**src/rtl/uart_pkg.sv**
```systemverilog
// Shared UART definitions: FSM state encoding (common with the receiver), frame constants, parity rule.
package uart_pkg;

  typedef enum logic [2:0] {
    IDLE       = 3'd0,
    START_BIT  = 3'd1,
    DATA_BITS  = 3'd2,
    PARITY_BIT = 3'd3,
    STOP_BIT   = 3'd4
  } uart_state_e;

  // Named NUM_DATA_BITS because DATA_BITS is already the state name above.
  localparam int unsigned NUM_DATA_BITS = 8;

  localparam logic START_LVL = 1'b0;
  localparam logic STOP_LVL  = 1'b1;
  localparam logic IDLE_LVL  = 1'b1;

  typedef logic [NUM_DATA_BITS-1:0] uart_byte_t;

  function automatic logic odd_parity(input uart_byte_t b);
    return ~^b;
  endfunction

endpackage

```
**src/rtl/uart_tx_fifo.sv**
```systemverilog
// Synchronous byte FIFO feeding the UART transmitter; full/empty are registered flags.
module uart_tx_fifo #(
  parameter int unsigned DEPTH = 4,
  parameter int unsigned WIDTH = 8
) (
  input  logic             clk,
  input  logic             rst_n,
  input  logic             push,
  input  logic [WIDTH-1:0] wr_data,
  input  logic             pop,
  output logic [WIDTH-1:0] rd_data_c,
  output logic             full,
  output logic             empty
);

  localparam int unsigned PTR_W = (DEPTH > 1) ? $clog2(DEPTH) : 1;
  localparam int unsigned CNT_W = $clog2(DEPTH + 1);

  logic [WIDTH-1:0] mem [DEPTH];
  logic [PTR_W-1:0] wr_ptr;
  logic [PTR_W-1:0] rd_ptr;
  logic [CNT_W-1:0] count;
  logic [CNT_W-1:0] count_n;
  logic             do_push;
  logic             do_pop;

  assign do_push   = push && !full;
  assign do_pop    = pop && !empty;
  assign rd_data_c = mem[rd_ptr];

  always_comb begin
    count_n = count;
    case ({do_push, do_pop})
      2'b10:   count_n = count + CNT_W'(1);
      2'b01:   count_n = count - CNT_W'(1);
      default: count_n = count;
    endcase
  end

  // Storage needs no reset; only the pointers and flags define validity.
  always_ff @(posedge clk) begin
    if (do_push) begin
      mem[wr_ptr] <= wr_data;
    end
  end

  // Pointers wrap naturally because DEPTH is a power of two.
  always_ff @(posedge clk or negedge rst_n) begin
    if (!rst_n) begin
      wr_ptr <= '0;
      rd_ptr <= '0;
      count  <= '0;
      full   <= 1'b0;
      empty  <= 1'b1;
    end else begin
      if (do_push) wr_ptr <= wr_ptr + PTR_W'(1);
      if (do_pop)  rd_ptr <= rd_ptr + PTR_W'(1);
      count <= count_n;
      full  <= (count_n == CNT_W'(DEPTH));
      empty <= (count_n == '0);
    end
  end

endmodule

```
**src/rtl/uart_transmitter.sv**
```systemverilog
// UART transmitter: start, 8 data bits LSB first, odd parity, one stop bit.
// Define UART_TX_FIFO_EN to place a FIFO_DEPTH-entry holding FIFO in front of the FSM.
module uart_transmitter
  import uart_pkg::*;
#(
  parameter int unsigned CLKS_PER_BIT = 2,
  parameter int unsigned FIFO_DEPTH   = 4
) (
  input  logic       clk,
  input  logic       rst_n,
  input  logic [7:0] data_in,
  input  logic       data_valid,
  output logic       data_ready,
  output logic       tx,
  output logic       tx_busy,
  output logic       tx_done
);

  localparam int unsigned BAUD_W = (CLKS_PER_BIT > 1) ? $clog2(CLKS_PER_BIT) : 1;
  localparam int unsigned BIT_W  = $clog2(NUM_DATA_BITS);
  localparam logic [BAUD_W-1:0] BAUD_LAST = BAUD_W'(CLKS_PER_BIT - 1);
  localparam logic [BIT_W-1:0]  BIT_LAST  = BIT_W'(NUM_DATA_BITS - 1);

  uart_state_e       state_q, state_n;
  logic [BAUD_W-1:0] baud_cnt, baud_n;
  logic [BIT_W-1:0]  bit_count, bit_n;
  uart_byte_t        shift_reg, shift_n;
  logic              parity, parity_n;
  logic              tx_n;
  logic              tx_done_n;
  logic              baud_last;
  logic              start_req;
  uart_byte_t        start_byte;

  assign baud_last = (baud_cnt == BAUD_LAST);

`ifdef UART_TX_FIFO_EN
  logic       fifo_full;
  logic       fifo_empty;
  logic       fifo_pop;
  uart_byte_t fifo_rd_data_c;

  uart_tx_fifo #(
    .DEPTH (FIFO_DEPTH),
    .WIDTH (NUM_DATA_BITS)
  ) u_fifo (
    .clk       (clk),
    .rst_n     (rst_n),
    .push      (data_valid && data_ready),
    .wr_data   (data_in),
    .pop       (fifo_pop),
    .rd_data_c (fifo_rd_data_c),
    .full      (fifo_full),
    .empty     (fifo_empty)
  );

  // Pop in IDLE, or on the last stop-bit cycle to chain frames with no idle gap.
  assign fifo_pop   = !fifo_empty && ((state_q == IDLE) || ((state_q == STOP_BIT) && baud_last));
  assign start_req  = fifo_pop;
  assign start_byte = fifo_rd_data_c;
  assign data_ready = !fifo_full;
`else
  assign start_req  = data_valid && data_ready;
  assign start_byte = data_in;

  always_ff @(posedge clk or negedge rst_n) begin
    if (!rst_n) begin
      data_ready <= 1'b1;
    end else begin
      data_ready <= (state_n == IDLE);
    end
  end

  logic unused_fifo_depth;
  assign unused_fifo_depth = ^FIFO_DEPTH;
`endif

  // Next-state and datapath update.
  always_comb begin
    state_n  = state_q;
    baud_n   = baud_cnt;
    bit_n    = bit_count;
    shift_n  = shift_reg;
    parity_n = parity;
    if (state_q != IDLE) begin
      baud_n = baud_last ? '0 : baud_cnt + BAUD_W'(1);
    end
    case (state_q)
      IDLE: begin
        baud_n = '0;
        if (start_req) begin
          state_n  = START_BIT;
          shift_n  = start_byte;
          parity_n = odd_parity(start_byte);
        end
      end
      START_BIT: begin
        if (baud_last) begin
          state_n = DATA_BITS;
          bit_n   = '0;
        end
      end
      DATA_BITS: begin
        if (baud_last) begin
          shift_n = shift_reg >> 1;
          if (bit_count == BIT_LAST) begin
            state_n = PARITY_BIT;
          end else begin
            bit_n = bit_count + BIT_W'(1);
          end
        end
      end
      PARITY_BIT: begin
        if (baud_last) state_n = STOP_BIT;
      end
      STOP_BIT: begin
        if (baud_last) begin
          if (start_req) begin
            state_n  = START_BIT;
            shift_n  = start_byte;
            parity_n = odd_parity(start_byte);
          end else begin
            state_n = IDLE;
          end
        end
      end
      default: state_n = IDLE;
    endcase
  end

  // Line level and done pulse are decoded from next state so they can be registered.
  always_comb begin
    tx_n = IDLE_LVL;
    case (state_n)
      START_BIT:  tx_n = START_LVL;
      DATA_BITS:  tx_n = shift_n[0];
      PARITY_BIT: tx_n = parity_n;
      STOP_BIT:   tx_n = STOP_LVL;
      default:    tx_n = IDLE_LVL;
    endcase
    tx_done_n = (state_n == STOP_BIT) && (baud_n == BAUD_LAST);
  end

  always_ff @(posedge clk or negedge rst_n) begin
    if (!rst_n) begin
      state_q   <= IDLE;
      baud_cnt  <= '0;
      bit_count <= '0;
      shift_reg <= '0;
      parity    <= 1'b0;
      tx        <= IDLE_LVL;
      tx_busy   <= 1'b0;
      tx_done   <= 1'b0;
    end else begin
      state_q   <= state_n;
      baud_cnt  <= baud_n;
      bit_count <= bit_n;
      shift_reg <= shift_n;
      parity    <= parity_n;
      tx        <= tx_n;
      tx_busy   <= (state_n != IDLE);
      tx_done   <= tx_done_n;
    end
  end

endmodule

```
**config.mk**
```make
export PLATFORM = sky130hd
export DESIGN_NAME = uart_transmitter
export DESIGN_NICKNAME = d
export VERILOG_FILES = /design/src/rtl/uart_pkg.sv /design/src/rtl/uart_tx_fifo.sv /design/src/rtl/uart_transmitter.sv
export SDC_FILE = /design/constraint.sdc
export NUM_CORES = 1
export LEC_CHECK = 0
export BUFFER_PORTS_ARGS = -buffer_cell sky130_fd_sc_hd__buf_2
export CAP_MARGIN = 25
export CORE_MARGIN = 5
export CORE_UTILIZATION = 33
export DETAILED_ROUTE_END_ITERATION = 8
export PLACE_DENSITY = 0.55
export SLEW_MARGIN = 20
export SYNTH_ARGS = -nofsm -noshare
export SYNTH_HDL_FRONTEND = slang
export SYNTH_HIERARCHICAL = 1
export SYNTH_SLANG_ARGS = --single-unit
```
**constraint.sdc**
```tcl
create_clock -name clk -period 2.2 [get_ports clk]
set_input_delay 0.11 -clock clk [delete_from_list [all_inputs] [get_ports clk]]
set_output_delay 0.11 -clock clk [all_outputs]
set_load 0.05 [all_outputs]
```
==> results.json, run 1 <==
{
  "power_mw": 1.725,
  "crit_type": "register to register",
  "fp-row-count": 20,
  "drt_pass1_iterations": 4,
  "area_delta_synth_final_pct": 12.67,
  "worst_hold_path_type": "input pin to register",
  "die_area_mm2": 0.004538,
  "r2r_start": "state_q[1]",
  "diodes": 0,
  "cts_resized": 0,
  "yosysSeqAreaShare": 0.4631,
  "finalSetupViolations": 0,
  "dp_hpwl_mm": 1.533,
  "insertion_delay_ps": 300,
  "p_per_area_mw_per_mm2": 1410,
  "grt_pass1_wl_mm": 3.691,
  "finalCriticalPeriod_ps": 1769,
  "post_route_cells_drive_above_1_share": 0.2946,
  "largest_register_ff_count": 8,
  "max-slew-margin-rel": 0.6177,
  "synth_nets": 110,
  "cp-endpoint": "tx",
  "initial_core_util": 0.3500,
  "grt_max_degree": 21,
  "ys_ff_latch": 20,
  "die_h_um": 67.37,
  "r2r-end": "tx",
  "setup_tns_ps": 0,
  "synth_cells": 97,
  "slew_viol_final": 0,
  "synthArstFlopShare": 1.000,
  "cts_buffer_depth": 2,
  "syn_area_per_cell_um2": 11.20,
  "synth_area_leaders": "dfrtp_1 41%, xnor2_1 5.6%, nand2_1 5.2%",
  "crit_fanout": 16,
  "h-tree-depth": 1,
  "grt_use_met3": 0.03993,
  "grt_use_total": 0.1089,
  "synth_top_area_cell": "dfrtp_1",
  "antenna_found_initial": 0,
  "final_antenna_net_count": 0,
  "leakagePower_nw": 0.5519,
  "syn-cell-area_mm2": 0.001086,
  "yosysWarnings": 6,
  "gp_congestion": 0.7113,
  "drv_cap": 0,
  "nNetsFinal": 126,
  "worstMarginPinSlew_ps": 573.4,
  "worstSetupStartpoint": "state_q[1]",
  "busiest_layer": "met2",
  "synth_edf_count": 0,
  "ys_top_cells_by_count": "18 x dfrtp_1, 15 x nand2_1, 7 x xnor2_1",
  "rrSetupSlack_ps": 430,
  "yosysMostFrequentCell": "dfrtp_1",
  "reg2reg_depth": 5,
  "fillers": 335,
  "hold_viol": 0,
  "grt_pass1_vias": 785,
  "grt.met2_usage": 0.1644,
  "start_kind": "register",
  "drt_iter0_drc": 29,
  "synth_top_area_share": 0.4147,
  "finalCritPeriodShare": 0.8043,
  "status": "finished clean",
  "io_buffers": 14,
  "chipWidth_um": 67.37,
  "vdd_ir_drop_max_v": 0.0005571,
  "io_pins": 15,
  "route.detailed.vias_per_inst": 4.776,
  "fin_skew_ps": 1.917,
  "critPathRequiredTime_ps": 2440,
  "end_kind": "register",
  "use_met1": 0.1490,
  "cp_data_arrival_time_ps": 2010,
  "clk_pin_slew_worst_paths_ps": 110,
  "wirelength_mm": 2.089,
  "ys_types": 39,
  "cts_tree": "done",
  "overflow": 0,
  "dr_total_vias": 745,
  "yosys_most_used_dff": "dfrtp_1",
  "cts_root_buf": "clkbuf_4",
  "fmax_mhz": 565.1,
  "numCtsBuffers": 3,
  "grt_setup_unrepaired": "no",
  "drc": 0,
  "cts.sinks": 20,
  "wl_per_cell_um": 13.39,
  "coreArea_mm2": 0.003103
}
==> cell families after synthesis <==
kind of cell             count (synthesis)  share of synthesized area
XOR/XNOR                                 8                    0.06452
AO/OA/AOI/OAI                           21                     0.1659
adder cells (fa/ha/maj)                  2                    0.02304
flip-flops                              20                     0.4631
AND/OR/NAND/NOR                         38                     0.2177
multiplexers                             3                    0.03110
buffers and inverters                    5                    0.03455
==> metal layers <==
layer / wire length, µm / up-vias
met4: 17 / 0
met1: 1019 / 353
li1: - / 375
met3: 90 / 2
met5: 0 / -
met2: 961 / 15
==> placed cells by master (no fill, tap or decap), types with 2 or more instances in the layout <==
master | Yosys | final
nand2_1 | 15 | 15
nor2_1 | 4 | 4
nand3_1 | 2 | 2
a22oi_1 | 5 | 5
nor3b_1 | 2 | 2
a22o_1 | 5 | 5
o21ai_0 | 2 | 2
clkbuf_4 | 0 | 3
mux2_2 | 3 | 3
xnor2_1 | 7 | 7
nor3_1 | 2 | 2
ha_1 | 2 | 2
dfrtp_1 | 18 | 18
nor2b_1 | 2 | 2
dfstp_2 | 2 | 2
o22a_1 | 2 | 2
buf_2 | 1 | 14
==> repair_timing <==
action,in CTS,in global routing
hold buffers,1,0
endpoints found under the hold margin,18,0
buffers inserted,0,0
==> area by class of cell <==
cell class | instances | area [µm²] | share of cell area
multi-input cells | 72 | 545.5 | 0.4458
flip-flops and latches | 20 | 503.0 | 0.4110
repair buffers | 15 | 80.08 | 0.06544
well taps | 44 | 55.05 | 0.04499
clock buffers | 4 | 36.28 | 0.02965
inverters | 1 | 3.754 | 0.003067
==> critical path: stages (launching register included) <==
cell	delay [ps]
dfrtp_1	590
and3b_2	350
and2b_1	250
nor3b_1	310
nor3_2	70
a22oi_2	120
==> power breakdown <==
part | switching, mW | internal (mW) | total, mW
clock network | 0.114 | 0.101 | 0.215
registers | 0.178 | 0.547 | 0.725
logic | 0.425 | 0.360 | 0.785
total | 0.717 | 1.01 | 1.73
==> metrics by stage <==
step           area, µm²  setup slack, ps  instances    util  hold WS (ps)
2_1_floorplan       1086            551.9         97       -        -185.6
3_3_place_gp        1177            505.7        151  0.3794         85.16
3_5_place_dp        1177            451.3        151  0.3794         90.21
4_1_cts             1224            419.9        156  0.3944         61.30
5_1_grt             1224            282.5        156  0.3944         51.36
6_report            1224            430.5        156  0.3944         71.98
==> how the worst min path moves through the flow <==
stage / start / endpoint / slack [ps] / cells past startpoint
after floorplan: rst_n / baud_cnt / -190 / 0
after global placement: rst_n / tx_done / 90 / 1
after detailed placement: rst_n / tx_done / 90 / 1
after CTS: data_in[3] / shift_reg[3] / 60 / 3
after global routing: data_in[2] / shift_reg[2] / 50 / 3
final: data_in[3] / shift_reg[3] / 70 / 3
Note: power is estimated with default switching activity, not from simulation.
==> run 2: changes to the inputs <==
PLACE_DENSITY = 0.57   (was 0.55)
clock period = 1.51 ns   (was 2.2 ns; I/O delays follow)
==> run 2 against run 1 <==
The run now ends with negative setup slack left. Via count up 13%. Setup slack worse by 440 ps. Non-clock buffer count up 18. Design area up 16%. Die area is the same. Power is 70% higher. Utilization increased by 6.2 points. Fmax increased by 16%. Cell count grew 12%. Sequential power increased by 39%. Critical path type unchanged. Largest power group unchanged. Highest routed layer unchanged.
==> results.json, run 2 (same netlist as run 1, synthesis figures left out) <==
{
  "fin_skew_ps": 3.346,
  "seq_area_um2": 506.7,
  "io_buffers": 14,
  "grt_pass1_wl_mm": 3.912,
  "numCtsBuffers": 3,
  "grt_use_met3": 0.02496,
  "fillers": 312,
  "drt_pass1_iterations": 4,
  "fmax_mhz": 658.3,
  "p_switching_mw": 1.167,
  "dr_total_vias": 844,
  "dpl.cell_count": 164,
  "final_common_cell": "buf_4",
  "diodes": 0,
  "grt_max_degree": 21,
  "finalCriticalPeriod_ps": 1519,
  "chipWidth_um": 67.37,
  "area_delta_synth_final_pct": 30.30,
  "cp_data_arrival_time_ps": 1700,
  "h-tree-depth": 1,
  "cts_buffer_depth": 2,
  "use_met1": 0.1539,
  "cts_root_buf": "clkbuf_4",
  "initial_core_util": 0.3500,
  "hold_viol": 0,
  "p_seq_frac": 0.345,
  "placed_cell_area_mm2": 0.001280,
  "die_area_mm2": 0.004538,
  "largest_register_ff_count": 8,
  "finalCritPeriodShare": 1.006,
  "die_h_um": 67.37,
  "insertion_delay_ps": 290,
  "drc": 0,
  "power_mw": 2.925,
  "final_cell_mix": "18 x buf_4, 15 x dfrtp_1, 14 x nand2_1, 14 x buf_2, 7 x xnor2_1",
  "crit_type": "register to register",
  "instances_no_fill": 174,
  "fin_ws_ps": -9.011,
  "coreArea_mm2": 0.003103,
  "wirelength_mm": 2.317,
  "end_kind": "register",
  "cts_tree": "done",
  "dp_slack_ps": -24.03,
  "slew_viol_final": 0,
  "max-slew-margin-rel": 0.7069,
  "nNetsFinal": 144,
  "multiInputGateArea_um2": 598.1,
  "leakagePower_nw": 0.6542,
  "overflow": 0,
  "route.detailed.vias_per_inst": 4.851,
  "violations": "negative setup slack",
  "dp_hpwl_mm": 1.734,
  "worstMarginPinSlew_ps": 439.7,
  "start_kind": "register",
  "clk_pin_slew_worst_paths_ps": 110,
  "io_pins": 15,
  "grt_use_total": 0.1112,
  "p_sw_frac": 0.3988,
  "wl_per_cell_um": 13.32,
  "vdd_ir_drop_max_v": 0.0006308,
  "fp-row-count": 20,
  "post_route_cells_drive_above_1_share": 0.4692,
  "antenna_found_initial": 0,
  "grt_pass1_vias": 853,
  "setup_tns_ps": -9.011,
  "grt.met2_usage": 0.1742,
  "busiest_layer": "met2",
  "final_antenna_net_count": 0,
  "gp_congestion": 0.7328,
  "status": "finished with violations",
  "p_int_mw": 1.759,
  "grt_setup_unrepaired": "yes",
  "pwr-share-clk": 0.106,
  "worst_hold_path_type": "input pin to register",
  "crit_fanout": 4,
  "combPwrFrac": 0.549,
  "p_per_area_mw_per_mm2": 2067,
  "drv_cap": 0,
  "finalSetupViolations": 1,
  "cts.sinks": 20,
  "fin_area_mm2": 0.001415,
  "drt_iter0_drc": 26,
  "critPathRequiredTime_ps": 1690
}
## run 2: cell types whose count changed in the layout (fill, tap and decap cells not counted), moves of 2 or more
cell	delta
mux2_4	+2
ha_1	-2
dfrtp_2	+3
dfrtp_1	-3
mux2_2	-2
buf_4	+18
## run 2: routing by layer
layer,wire [µm],vias to the layer above
li1,-,415
met1,1137,408
met2,1034,17
met3,114,4
met4,30,0
met5,0,-
## run 2: critical path, stage by stage (launching register included)
cell and delay (ps):
dfrtp_1 400, ha_2 200, ha_4 160, nand3_2 60
mux2_4 170, o21bai_4 80, or3_4 340
## run 2: worst paths after layout
check / to / slack [ps] / from / cells past startpoint
setup / recovery: tx_busy / -9 / bit_count[1] / 6
hold / removal: shift_reg[3] / 40 / data_in[3] / 3
setup reg to reg: tx_busy / -9 / bit_count[1] / 6
hold reg to reg: shift_reg[3] / 490 / shift_reg[3] / 2
max in group asynchronous: tx / 930 / rst_n / 2
min in group asynchronous: bit_count[2] / 240 / rst_n / 2
## run 2: power groups by stage
stage                     Combinational, mW  Clock (mW)  Sequential [mW]
after global placement                 1.38           0             1.01
after detailed placement               1.42           0             1.03
after global routing                   1.75       0.349             1.05
after floorplan                       0.940           0             1.09
after CTS                              1.45       0.320             1.02
final                                  1.61       0.309             1.01
## run 2: repair_timing
| item | 4_1_cts | 5_1_grt |
|---|---|---|
| setup endpoints to repair | 5 | 15 |
| cloned | 0 | 0 |
| pin swaps | 0 | 9 |
| setup buffers | 0 | 5 |
| hold endpoints to repair | 18 | 0 |
| hold buffers | 1 | 0 |
| gates resized for setup | 6 | 8 |
## run 2: stage by stage
stage	util	hold WS, ps
2_1_floorplan	-	-220.1
3_3_place_gp	0.4125	45.68
3_5_place_dp	0.4125	49.86
4_1_cts	0.4319	37.88
5_1_grt	0.4560	35.26
6_report	0.4560	42.35
## run 2: cell type report
class	instances	share of cell area
clock buffers	4	0.02564
multi-input cells	72	0.4226
inverters	1	0.002653
flip-flops and latches	20	0.3581
well taps	44	0.03890
repair buffers	33	0.1521
